[src/rtl/dtmr_fault_mgr.sv]
`default_nettype none
// ============================================================================
// Module   : dtmr_fault_mgr
// Purpose  : Dynamic-TMR mode controller. Filters voter fault flags, resets
//            faulty copies, retires chronic failures and raises an alarm.
// Revision : 1.0 - initial release
// ============================================================================
module dtmr_fault_mgr #(
    parameter int FAULT_THRESH = 4,
    parameter int CLEAN_WIN    = 16,
    parameter int RECOV_CYC    = 8,
    parameter int MAX_RECOV    = 2
) (
    input  logic       clk,
    input  logic       rst_n,
    input  logic       trig,
    input  logic [2:0] fault,
    output logic       state,
    output logic [2:0] copy_rst,
    output logic [2:0] perm_fail,
    output logic       alarm,
    output logic [7:0] evt_cnt
);

    localparam int c_CNT_W = $clog2(FAULT_THRESH + 1);
    localparam int c_CLN_W = $clog2(CLEAN_WIN + 1);
    localparam int c_RC_W  = $clog2(RECOV_CYC + 1);
    localparam int c_RCN_W = (MAX_RECOV < 1) ? 1 : $clog2(MAX_RECOV + 1);

    typedef enum logic [1:0] {
        S_SIMPLEX = 2'd0,
        S_TMR     = 2'd1,
        S_RECOVER = 2'd2,
        S_ALARM   = 2'd3
    } fsm_t;

    fsm_t               r_fsm;
    fsm_t               w_nxt;
    logic [c_CNT_W-1:0] r_cnt  [3];
    logic [c_RCN_W-1:0] r_rcnt [3];
    logic [c_CLN_W-1:0] r_clean;
    logic [c_CLN_W-1:0] w_clean_nxt;
    logic [c_RC_W-1:0]  r_rc;
    logic [c_RC_W-1:0]  w_rc_nxt;
    logic [2:0]         r_target;
    logic [2:0]         w_target_nxt;
    logic               r_state;
    logic [2:0]         r_copy_rst;
    logic [2:0]         w_copy_rst_nxt;
    logic [2:0]         r_perm_fail;
    logic [2:0]         w_perm_nxt;
    logic               r_alarm;
    logic [7:0]         r_evt_cnt;

    logic               w_monitor;
    logic [2:0]         w_eff;
    logic [2:0]         w_decl;
    logic [2:0]         w_dsel;
    logic [2:0]         w_at_max;
    logic [2:0]         w_rcnt_inc;
    logic               w_multi;
    logic               w_clean_ok;
    logic               w_evt_inc;

    // Retired copies and the copy under reset are excluded from every check.
    assign w_monitor  = (r_fsm == S_TMR) || (r_fsm == S_RECOVER);
    assign w_eff      = w_monitor ? (fault & ~r_perm_fail &
                        ((r_fsm == S_RECOVER) ? ~r_target : 3'b111)) : 3'b000;
    assign w_multi    = (w_eff[0] & w_eff[1]) | (w_eff[0] & w_eff[2]) | (w_eff[1] & w_eff[2]);
    assign w_dsel     = w_decl & (~w_decl + 3'd1);
    assign w_clean_ok = (w_eff == 3'b000) && !trig;

    generate
        for (genvar gi = 0; gi < 3; gi++) begin : g_copy
            assign w_decl[gi]   = w_eff[gi] && (r_cnt[gi] == c_CNT_W'(FAULT_THRESH - 1));
            assign w_at_max[gi] = (r_rcnt[gi] >= c_RCN_W'(MAX_RECOV));

            always_ff @(posedge clk or negedge rst_n) begin
                if (!rst_n) begin
                    r_cnt[gi]  <= '0;
                    r_rcnt[gi] <= '0;
                end else begin
                    if (!w_eff[gi] || w_decl[gi])
                        r_cnt[gi] <= '0;
                    else
                        r_cnt[gi] <= r_cnt[gi] + c_CNT_W'(1);
                    if (w_rcnt_inc[gi])
                        r_rcnt[gi] <= r_rcnt[gi] + c_RCN_W'(1);
                end
            end
        end
    endgenerate

    always_comb begin
        w_nxt          = r_fsm;
        w_clean_nxt    = r_clean;
        w_rc_nxt       = r_rc;
        w_target_nxt   = r_target;
        w_copy_rst_nxt = r_copy_rst;
        w_perm_nxt     = r_perm_fail;
        w_rcnt_inc     = 3'b000;
        w_evt_inc      = 1'b0;
        case (r_fsm)
            S_SIMPLEX: begin
                w_clean_nxt = '0;
                if (trig)
                    w_nxt = S_TMR;
            end
            S_TMR: begin
                if (!w_clean_ok)
                    w_clean_nxt = '0;
                else if (r_clean != c_CLN_W'(CLEAN_WIN))
                    w_clean_nxt = r_clean + c_CLN_W'(1);
                if (w_multi) begin
                    w_nxt = S_ALARM;
                end else if (w_decl != 3'b000) begin
                    w_evt_inc = 1'b1;
                    if (r_perm_fail != 3'b000) begin
                        w_nxt = S_ALARM;
                    end else if ((w_dsel & w_at_max) == 3'b000) begin
                        w_nxt          = S_RECOVER;
                        w_target_nxt   = w_dsel;
                        w_rcnt_inc     = w_dsel;
                        w_rc_nxt       = '0;
                        w_clean_nxt    = '0;
                        w_copy_rst_nxt = r_copy_rst | w_dsel;
                    end else begin
                        // Recovery budget exhausted: retire the copy and keep it in reset.
                        w_perm_nxt     = r_perm_fail | w_dsel;
                        w_copy_rst_nxt = r_copy_rst | w_dsel;
                    end
                end else if (w_clean_ok && (r_clean == c_CLN_W'(CLEAN_WIN - 1)) &&
                             (r_perm_fail == 3'b000)) begin
                    w_nxt = S_SIMPLEX;
                end
            end
            S_RECOVER: begin
                w_clean_nxt = '0;
                if (w_decl != 3'b000) begin
                    w_evt_inc = 1'b1;
                    w_nxt     = S_ALARM;
                end else if (r_rc == c_RC_W'(RECOV_CYC - 1)) begin
                    w_nxt          = S_TMR;
                    w_copy_rst_nxt = r_copy_rst & ~r_target;
                end else begin
                    w_rc_nxt = r_rc + c_RC_W'(1);
                end
            end
            default: ;
        endcase
    end

    always_ff @(posedge clk or negedge rst_n) begin
        if (!rst_n) begin
            r_fsm       <= S_SIMPLEX;
            r_clean     <= '0;
            r_rc        <= '0;
            r_target    <= 3'b000;
            r_state     <= 1'b0;
            r_copy_rst  <= 3'b000;
            r_perm_fail <= 3'b000;
            r_alarm     <= 1'b0;
            r_evt_cnt   <= 8'd0;
        end else begin
            r_fsm       <= w_nxt;
            r_clean     <= w_clean_nxt;
            r_rc        <= w_rc_nxt;
            r_target    <= w_target_nxt;
            r_state     <= (w_nxt != S_SIMPLEX);
            r_copy_rst  <= w_copy_rst_nxt;
            r_perm_fail <= w_perm_nxt;
            r_alarm     <= r_alarm | (w_nxt == S_ALARM);
            if (w_evt_inc && (r_evt_cnt != 8'hFF))
                r_evt_cnt <= r_evt_cnt + 8'd1;
        end
    end

    assign state     = r_state;
    assign copy_rst  = r_copy_rst;
    assign perm_fail = r_perm_fail;
    assign alarm     = r_alarm;
    assign evt_cnt   = r_evt_cnt;

endmodule
`default_nettype wire

[config.mk]
export PLATFORM = sky130hd
export DESIGN_NAME = dtmr_fault_mgr
export DESIGN_NICKNAME = d
export VERILOG_FILES = /design/src/rtl/dtmr_fault_mgr.sv
export SDC_FILE = /design/constraint.sdc
export NUM_CORES = 1
export LEC_CHECK = 0
export ABC_AREA = 1
export CORE_UTILIZATION = 50
export DETAILED_ROUTE_END_ITERATION = 16
export PLACE_DENSITY = 0.7
export SLEW_MARGIN = 40
export SYNTH_ARGS = -nofsm -noshare
export SYNTH_HDL_FRONTEND = slang
export SYNTH_SLANG_ARGS = --single-unit
export TNS_END_PERCENT = 30
[constraint.sdc]
create_clock -name clk -period 5 [get_ports clk]
set_input_delay 1 -clock clk [delete_from_list [all_inputs] [get_ports clk]]
set_output_delay 1 -clock clk [all_outputs]
set_load 0.05 [all_outputs]
Word-level counts from Yosys, hierarchy flattened
Index checks and enable logic that the tools add are counted.
{"block": "word_totals", "out_inout_bits": 16, "word_cells": 135, "in_bits": 6, "reg_bits": 45}
{"block": "op_classes", "n_reduce_logical": 29, "n_mux": 42, "n_bitwise": 19, "n_eq_ne": 17, "add_sub_neg": 10, "order_cmp": 3}
{"cell": "two-way mux 3 bit", "n": 15}
{"cell": "two-way mux 5 bit", "n": 6}
{"cell": "two-way mux 4 bit", "n": 6}
{"cell": "two-way mux 2 bit", "n": 8}
{"cell": "bitwise AND 3 bit", "n": 5}
{"cell": "adder 3 x 1 -> 3 bit, second input constant", "n": 4}
{"cell": "case mux 5 bit (2 select lines)", "n": 1}
{"cell": "AND reduction 5 bit", "n": 2}
{"cell": "== test 3 x 2 -> 1 bit, second input constant", "n": 3}
{"cell": "logical NOT 3 bit", "n": 3}
{"cell": "inverter 3 bit", "n": 3}
{"cell": "adder 8 x 1 -> 8 bit, second input constant", "n": 1}
{"cell": "!= test 2 bit, second input constant", "n": 4}
{"cell": "!= test 8 bit, second input constant", "n": 1}
{"cell": "case mux 4 bit (2 select lines)", "n": 1}
{"cell": "logical AND 1 bit", "n": 7}
{"cell": "AND reduction 7 bit", "n": 1}
{"cell": "adder 2 x 1 -> 2 bit, second input constant", "n": 3}
{"cell": ">= comparator 2 bit, second input constant", "n": 3}
{"cell": "!= test 2 x 1 -> 1 bit, second input constant", "n": 3}
{"cell": "bitwise OR 3 bit", "n": 2}
{"cell": "case mux 2 bit (3 select lines)", "n": 1}
{"cell": "case mux 3 bit (2 select lines)", "n": 1}
{"cell": "AND reduction 6 bit", "n": 1}
{"cell": "other kinds (18)", "n": 35}

Logic depth before layout (Yosys ltp)
{"block": "depth", "depth_word": 17, "depth_mapped": 16, "depth_no_buf": 16}

Worst setup path before layout
OpenSTA, ideal clock, no wires.
{"block": "synth_path", "kind": "input port to flip-flop", "start": "input fault[0]", "end": "register r_evt_cnt[5], in the netlist evt_cnt[5]", "n_path_buf": 0, "setup_time_ps": 120, "path_slack_ps": 2811, "t_arrival_ps": 2069, "cell_stages": 14, "t_required_ps": 4880, "path_cell_list": "nand2_1 -> clkinv_1 -> nand3_2 -> nand2_1 -> nand2_1 -> nand2_2 -> nor2_4 -> nand2_2 -> nand2_4 -> nand2_4 -> nor2_4 -> nand2_1 -> nand2_1 -> nand2_1"}
{"block": "synth_via", "elab_chain_len": 9, "word_cells_on_any_way": 13, "classes_between": "4 x mux; 6 x bitwise; 3 x reduce/logical"}
{"item": "start: declaration", "line": "17", "text": "input logic [2:0] fault,"}
{"item": "bitwise AND 3 bit (*) (2 in series)", "line": "67", "text": "assign w_eff = w_monitor ? (fault & ~r_perm_fail &"}
{"item": "two-way mux 3 bit (*)", "line": "67"}
{"item": "bitwise AND 1 bit / logical AND 1 bit (equally long branches)", "line": "69, 75"}
{"item": "bitwise OR 1 bit / nonzero test 3 bit (equally long branches)", "line": "69, 116, 139"}
{"item": "bitwise OR 1 bit / two-way mux 1 bit (equally long branches)", "line": "69, 116, 139"}
{"item": "two-way mux 1 bit", "line": "114", "text": "if (w_multi) begin"}
{"item": "case mux 1 bit (2 select lines) (*)", "line": "103", "text": "case (r_fsm)"}
{"item": "logical AND 1 bit (*)", "line": "173", "text": "if (w_evt_inc && (r_evt_cnt != 8'hFF))"}
{"item": "end signal: assignment", "line": "174", "text": "r_evt_cnt <= r_evt_cnt + 8'd1;"}
{"item": "end: declaration", "line": "53", "text": "logic [7:0] r_evt_cnt;"}
Mark *: on every way between the ends. The rest lies on a longest branch, timed or not.
A chain may end at the register's enable or synchronous reset.

Worst setup path in the final report
{"block": "layout_path", "start": "register r_evt_cnt[2], in the netlist evt_cnt[2]", "end": "output evt_cnt[2]"}
{"item": "end: declaration", "line": "22", "text": "output logic [7:0] evt_cnt"}
No word-level cell between the ends.

==> results.toml <==
[setup_path]
timing.critical_path.buf_inv = 1
setup.worst_path.start_class = "register"
crit_path_cells = "clkdlybuf4s50_1"
worstPathMaxFanout = 5
r2r-start = "r_fsm[0]$_DFF_PN0_"
cp_slowest_stage_delay_ps = 830
reg2regPathDepth = 13
reg2reg_to = "r_rcnt[4]$_DFFE_PN0P_"
cpLargestDelayFamily = "buffers and inverters"
timing.critical_path.arrival_ps = 1560
setup.reg_to_reg.worst_slack_ps = 2550
crit_type = "reg2out"
critical_path_cell_with_the_highest_stage_delay = "clkdlybuf4s50_1"
worstPathRequired_ps = 4000
worstSetupStartpoint = "evt_cnt[2]$_DFFE_PN0P_"
endpoint_kind = "primary output"

[clock_tree]
tritoncts_num_sinks = 45
insertion_delay_ps = 300
cts_tree = "yes"
cts_made_buffers = 5
post-cts-setup-buffers = 0
cts_htree_levels = 2
post_cts_hold_buffer_count = 0
post_cts_resized = 0
clock-root-buffer = "clkbuf_8"
max-clock-path-buffers = 2
clk_transition_reported_paths_ps = 80

[synthesis]
post-synth-top-area-fraction_pct = 43.27
simple_gate_share_of_the_synthesized_area_pct = 28.08
synth-adder-area-share_pct = 9.615
post_synthesis_instance_area_um2 = 2602
synthesis.nets = 337
yosysSeqAreaShare_pct = 43.27
largest_family_of_logic_cells_by_synthesized_area = "simple AND/OR/NAND/NOR gates"
netlist.top_cell.by_area = "dfrtp_1"
ys.warnings.count = 0
ys_top_cells_by_area = "dfrtp_1 (43%), ha_1 (9.6%), nand2_1 (9.2%)"
muxShareOfSynthArea_pct = 0
synthXorXnorAreaFrac_pct = 3.702
synth_cells = 311
synth-compound-area-share_pct = 8.077
synth_seq_cells = 45
synth.distinct_cells = 34
syn_avg_cell_area_um2 = 8.368

[sta]
setup_tns_ps = 0
hold_viol_final = 0
final.period_utilization_pct = 51.17
finalMaxSlewViolations = 0
worst_hold_slack_ps = 435.0
worstMarginPinSlew_ps = 568.2
max_freq_mhz = 390.8
finalWorstPathRequiredPeriod_ps = 2559
rsz0062_at_grt = "no"
clock_tree_skew_after_final_layout_ps = 8.229
final-setup-viol-count = 0
slew_limit_headroom_pct = 62.12

[power]
power.density_nw_per_um2 = 231.0
power_frac_comb_pct = 1.7
cell_internal_power_mw = 0.5655
power.ir.vdd_worst_uv = 167.6
pwr-share-seq_pct = 52.1
switching_share_pct = 18.93
power.net_switching_mw = 0.1320
total_power_mw = 0.6975
clock_power_share_pct = 46.2
cellLeakagePower_nw = 1.572

[detailed_routing]
drcViolationCount = 0
num_vias = 2038
initialDrtViolationCount = 83
top_layer = "met4"
dr.pass1.iters = 4
antenna_left = 0
routed_wire_length_per_instance_um = 11.75
met1_length_mm = 2.327
met3_length_um = 178
dr_wl_met2_mm = 2.147
routed_wl_mm = 4.758
routed_via_density = 5.032

[floorplanning]
die-height_um = 74.15
die_width_um = 74.15
io_pins = 22
floorplan.initialDensity_pct = 53.33
floorplan.rows = 25
die_area_um2 = 5497
fp.coreArea_um2 = 4880

[placement]
portBuffers = 21
detailed_place_hpwl_mm = 3.535
finalWeightedCongestion = 0.8079
post_dp_cell_area_um2 = 2885

[global_route]
antenna_found_initial = 0
largest_net_degree_at_the_start_of_global_routing = 46
grt-ovfl-total = 0
grt_first_pass_wirelength_mm = 8.300
grt_pass1_vias = 1904
track_usage_pct = 19.81

[hold_path]
hold_path.class = "reg2reg"
worstHoldPathCells = 1
min_delay_worst_endpoint = "r_cnt[6]$_DFF_PN0_"
hold_path.startpoint = "r_cnt[6]$_DFF_PN0_"

[cells_and_area]
mostFrequentLayoutCell = "nand2_1"
areaGrowthSynthToFinish_pct = 16.01
design_area_um2 = 3019
insertedDiodeCount = 0
fin_nets = 363
proportion_of_layout_cells_with_a_drive_suffix_above_1_pct = 11.24
most-common-layout-cells = "nand2_1 (64), dfrtp_1 (45), inv_1 (43)"

[status]
result_of_the_run = "completed"

[job]
maxCapViolCount = 0
-- synthesized netlist by cell type (all sizes together) --
master / count
xnor2: 3
a31oi: 2
ha: 20
xor2: 8
nor2: 36
nand4: 8
clkinv: 1
nand2: 69
nor3: 1
inv: 47
o21bai: 3
o22ai: 4
nand3b: 2
o211a: 1
nand3: 22
or2: 8
o2111ai: 1
buf: 1
nand2b: 1
and2: 2
dfrtp: 45
o21a: 1
a21oi: 6
clkbuf: 1
o21ai: 18
-- sequential cells by signal (all words and copies together), names as in the netlist --
signal,cells
r_target,3
perm_fail,3
r_clean,5
r_rc,4
alarm,1
r_rcnt,6
copy_rst,3
evt_cnt,8
state,1
r_fsm,2
r_cnt,9
-- area by class of cell --
cell class                      count  area (µm²)
Inverter                           48       180.2
Sequential cell                    45        1126
Tap cell                           67       83.83
Timing Repair Buffer               21       207.7
Clock inverter                      3       65.06
Fill cell                         447        1861
Multi-Input combinational cell    216        1287
Clock buffer                        5       68.82
-- power groups by stage --
stage               clock (mW)  combinational, mW  sequential [mW]
floorplan                    0           0.000886            0.371
global placement             0             0.0122            0.371
detailed placement           0             0.0125            0.371
CTS                      0.333             0.0125            0.364
global route             0.347             0.0138            0.364
finish                   0.322             0.0118            0.364
-- worst reg2reg max path, stage by stage (launching register included) --
cell,delay [ps]
dfrtp_1,490
inv_1,160
ha_1,400
nand2_1,110
clkinv_1,130
nand3_2,100
nand2_1,80
nand2_1,80
nand2_2,80
nor2_4,150
nand2_2,100
nor2_4,190
nand2_1,130
xor2_1,160
-- worst max-delay path by stage --
stage,endpoint,slack (ps),cells after the start
floorplan,evt_cnt[5]$_DFFE_PN0P_,2810,14
global placement,evt_cnt[5]$_DFFE_PN0P_,2240,15
detailed placement,r_rcnt[4]$_DFFE_PN0P_,2240,12
CTS,evt_cnt[2],2420,1
global route,r_rc[3]$_DFFE_PN0P_,2310,13
finish,evt_cnt[2],2440,1
-- cells by family (layout without fill, tap and decap cells) --
group,after synthesis,in the layout
adder cells (fa/ha/maj),20,20
buffers and inverters,50,77
AO/OA/AOI/OAI,36,36
AND/OR/NAND/NOR,149,149
XOR/XNOR,11,11
flip-flops,45,45
-- per-stage QoR --
stage	cells	util [%]	worst slack [ps]
3_3_place_gp	397	59.08	2241
5_1_grt	405	61.87	2314
4_1_cts	405	61.87	2421
3_5_place_dp	397	59.13	2238
6_report	405	61.87	2441
2_1_floorplan	311	-	2811
-- layer usage --
| layer | vias to the layer above | global-route usage [%] |
|---|---|---|
| li1 | 1049 | - |
| met1 | 942 | 26.78 |
| met2 | 39 | 30.20 |
| met3 | 8 | 4.743 |
| met4 | 0 | 8.974 |
| met5 | - | 0 |
Note: power is estimated with default switching activity, not from simulation.
==> patch, RTL diff (config.mk and constraints unchanged) <==
The 4 states of `fsm_t` get a one-hot encoding in 4 bits.
--- a/src/rtl/dtmr_fault_mgr.sv
+++ b/src/rtl/dtmr_fault_mgr.sv
@@ -29,7 +29,7 @@
 
-    typedef enum logic [1:0] {
-        S_SIMPLEX = 2'd0,
-        S_TMR     = 2'd1,
-        S_RECOVER = 2'd2,
-        S_ALARM   = 2'd3
+    typedef enum logic [3:0] {
+        S_SIMPLEX = 4'b0001,
+        S_TMR     = 4'b0010,
+        S_RECOVER = 4'b0100,
+        S_ALARM   = 4'b1000
     } fsm_t;
Function: same outputs for any inputs over 10 cycles, from zero or initial values and one cycle with rst_n low; not proved beyond that.
==> patch against the unedited design <==
- total power down 7.9%
- critical endpoint is now r_rcnt[4]
- area after synthesis up 1.9%
- global-route usage up 0.37 points
- largest cell class unchanged
- non-clock buffer count unchanged
- synthesized cell count down 3.2%
- hold slack worse by 0.0022 ns
- worst setup slack worse by 0.054 ns
- sequential share of layout area up 1.7 points
- largest power group unchanged
- clock power down 23%
- sequential cell count up 2
- cell area about the same
- routed wire length up 4.4%
==> patch: results (changes against the unedited design) <==
The slowest stage of the critical path belongs to the cell clkdlybuf4s50_1. The count of placed standard cells including taps was 390 (-1.8%); the actual slew at the worst max-slew pin was 0.581 ns (+0.0126 ns). The total met2 wirelength after detailed routing is 2430 um (+13%), and the routability congestion estimate is 0.833 (+3.1%).

The average vias per placed instance is 4.96 (-1.3%), and the number of global-route vias before repair is 1,900 (-0.21%). The tools report the net total in the final layout as 347 (-4.4%). The critical path data arrival time was 2.79 ns (+1.23 ns).

Timing startpoint of the critical path: fault[2]. The number of gates resized after cts is 0 (unchanged). Counting instances in the post-synthesis netlist gives the leading cell types as nand2_1, dfrtp_1, inv_1.

By area the synthesized netlist is led by dfrtp_1, nand2_1, ha_1, inv_1, nor2_1. The startpoint identified for the worst hold timing path is r_cnt[3]. The cell count of the worst reg-to-reg path came out at 9 (-4). The tools report the worst setup slack before clock tree synthesis as 2.08 ns (-0.157 ns). The global routing met1 resource utilization came out at 0.254 (-0.0139). Broken down by cell family, the worst path's largest delay share belongs to simple AND/OR/NAND/NOR gates.

The clock slew at the register clock pins of the worst setup and hold paths is 0.08 ns (about the same). The launch instance of the worst register-to-register path was r_fsm[0]. Fill cell total of the finished layout: 502 (+12%). The maximum fanout count along the critical path is 8 (+3), and the per-cell routed wire length is 12.5 um (+6.2%).

The path with the worst hold slack has its endpoint at r_cnt[3]. Post-CTS setup-driven buffer insertion count: 0 (unchanged). In this run the critical register-to-register path is captured at evt_cnt[7]. The proportion of synthesized flip-flops having asynchronous set or reset is 1.00 (unchanged), and the net count after synthesis is 321 (-4.7%). For the met3 track utilization from global routing, the log shows 0.0442 (-0.00325). The logs give 0.00803 ns (-0.000201 ns) for the worst clock skew on the final layout and 123 (+48%) for the count of routing violations after the opening detailed-route iteration.

The proportion of synthesized chip area in sequential cells came out at 0.444 (+0.0112). Fraction of final layout cells with drive strength greater than 1: 0.143 (+0.0309). The number of standard cells after synthesis was 301 (-3.2%); the detailed-placement wirelength estimate was 3790 um (+7.2%). The tools report the static leakage power as 1.59 nW (+1.2%). The pin count of the biggest net entering global routing is 48 (+4.3%).

For the total routing usage reported by global routing, the log shows 0.202 (+0.00374). The tools report the end of the critical path as r_rcnt[4]. The run finished with clean final reports. The delay contributed by the slowest stage of the critical path is 0.45 ns (-0.38 ns), and the routed wire length is 4970 um (+4.4%). The total placed instance area was 2920 um^2 (+1.2%). The logs give 0.433 ns (-0.00222 ns) for the worst hold margin and 2280 um (-2.0%) for the met1 wire length. The logs give 0.118 mV (-30%) for the worst IR drop on VDD and 8450 um (+1.8%) for the wire length of the first global-routing pass.
==> patch: cell count changes after synthesis, sizes merged, moves of 4 or more <==
cell   delta
ha        -6
nand2     -7
nand4     +8
o22ai     -4
==> patch: cell type report <==
cell class	instances	area, um^2	area share
multi-input cells	202	1260	0.417
flip-flops and latches	47	1180	0.390
repair buffers	21	208	0.0688
inverters	50	188	0.0621
clock buffers	8	100	0.0331
well taps	70	87.6	0.0290
==> patch: where the power goes <==
group          internal [mW]  switching [mW]  leakage [nW]
Sequential             0.380               0         0.596
Combinational        0.00447          0.0114         0.943
Clock                  0.126           0.120        0.0515
==> patch: kinds of logic (layout without fill, tap and decap cells) <==
kind of cell,after synthesis,in the layout,share of synthesized area
adder cells (fa/ha/maj),14,14,0.0660
XOR/XNOR,14,14,0.0462
buffers and inverters,52,79,0.0811
AND/OR/NAND/NOR,145,145,0.294
multiplexers,2,2,0.00849
AO/OA/AOI/OAI,27,27,0.0599
flip-flops,47,47,0.444
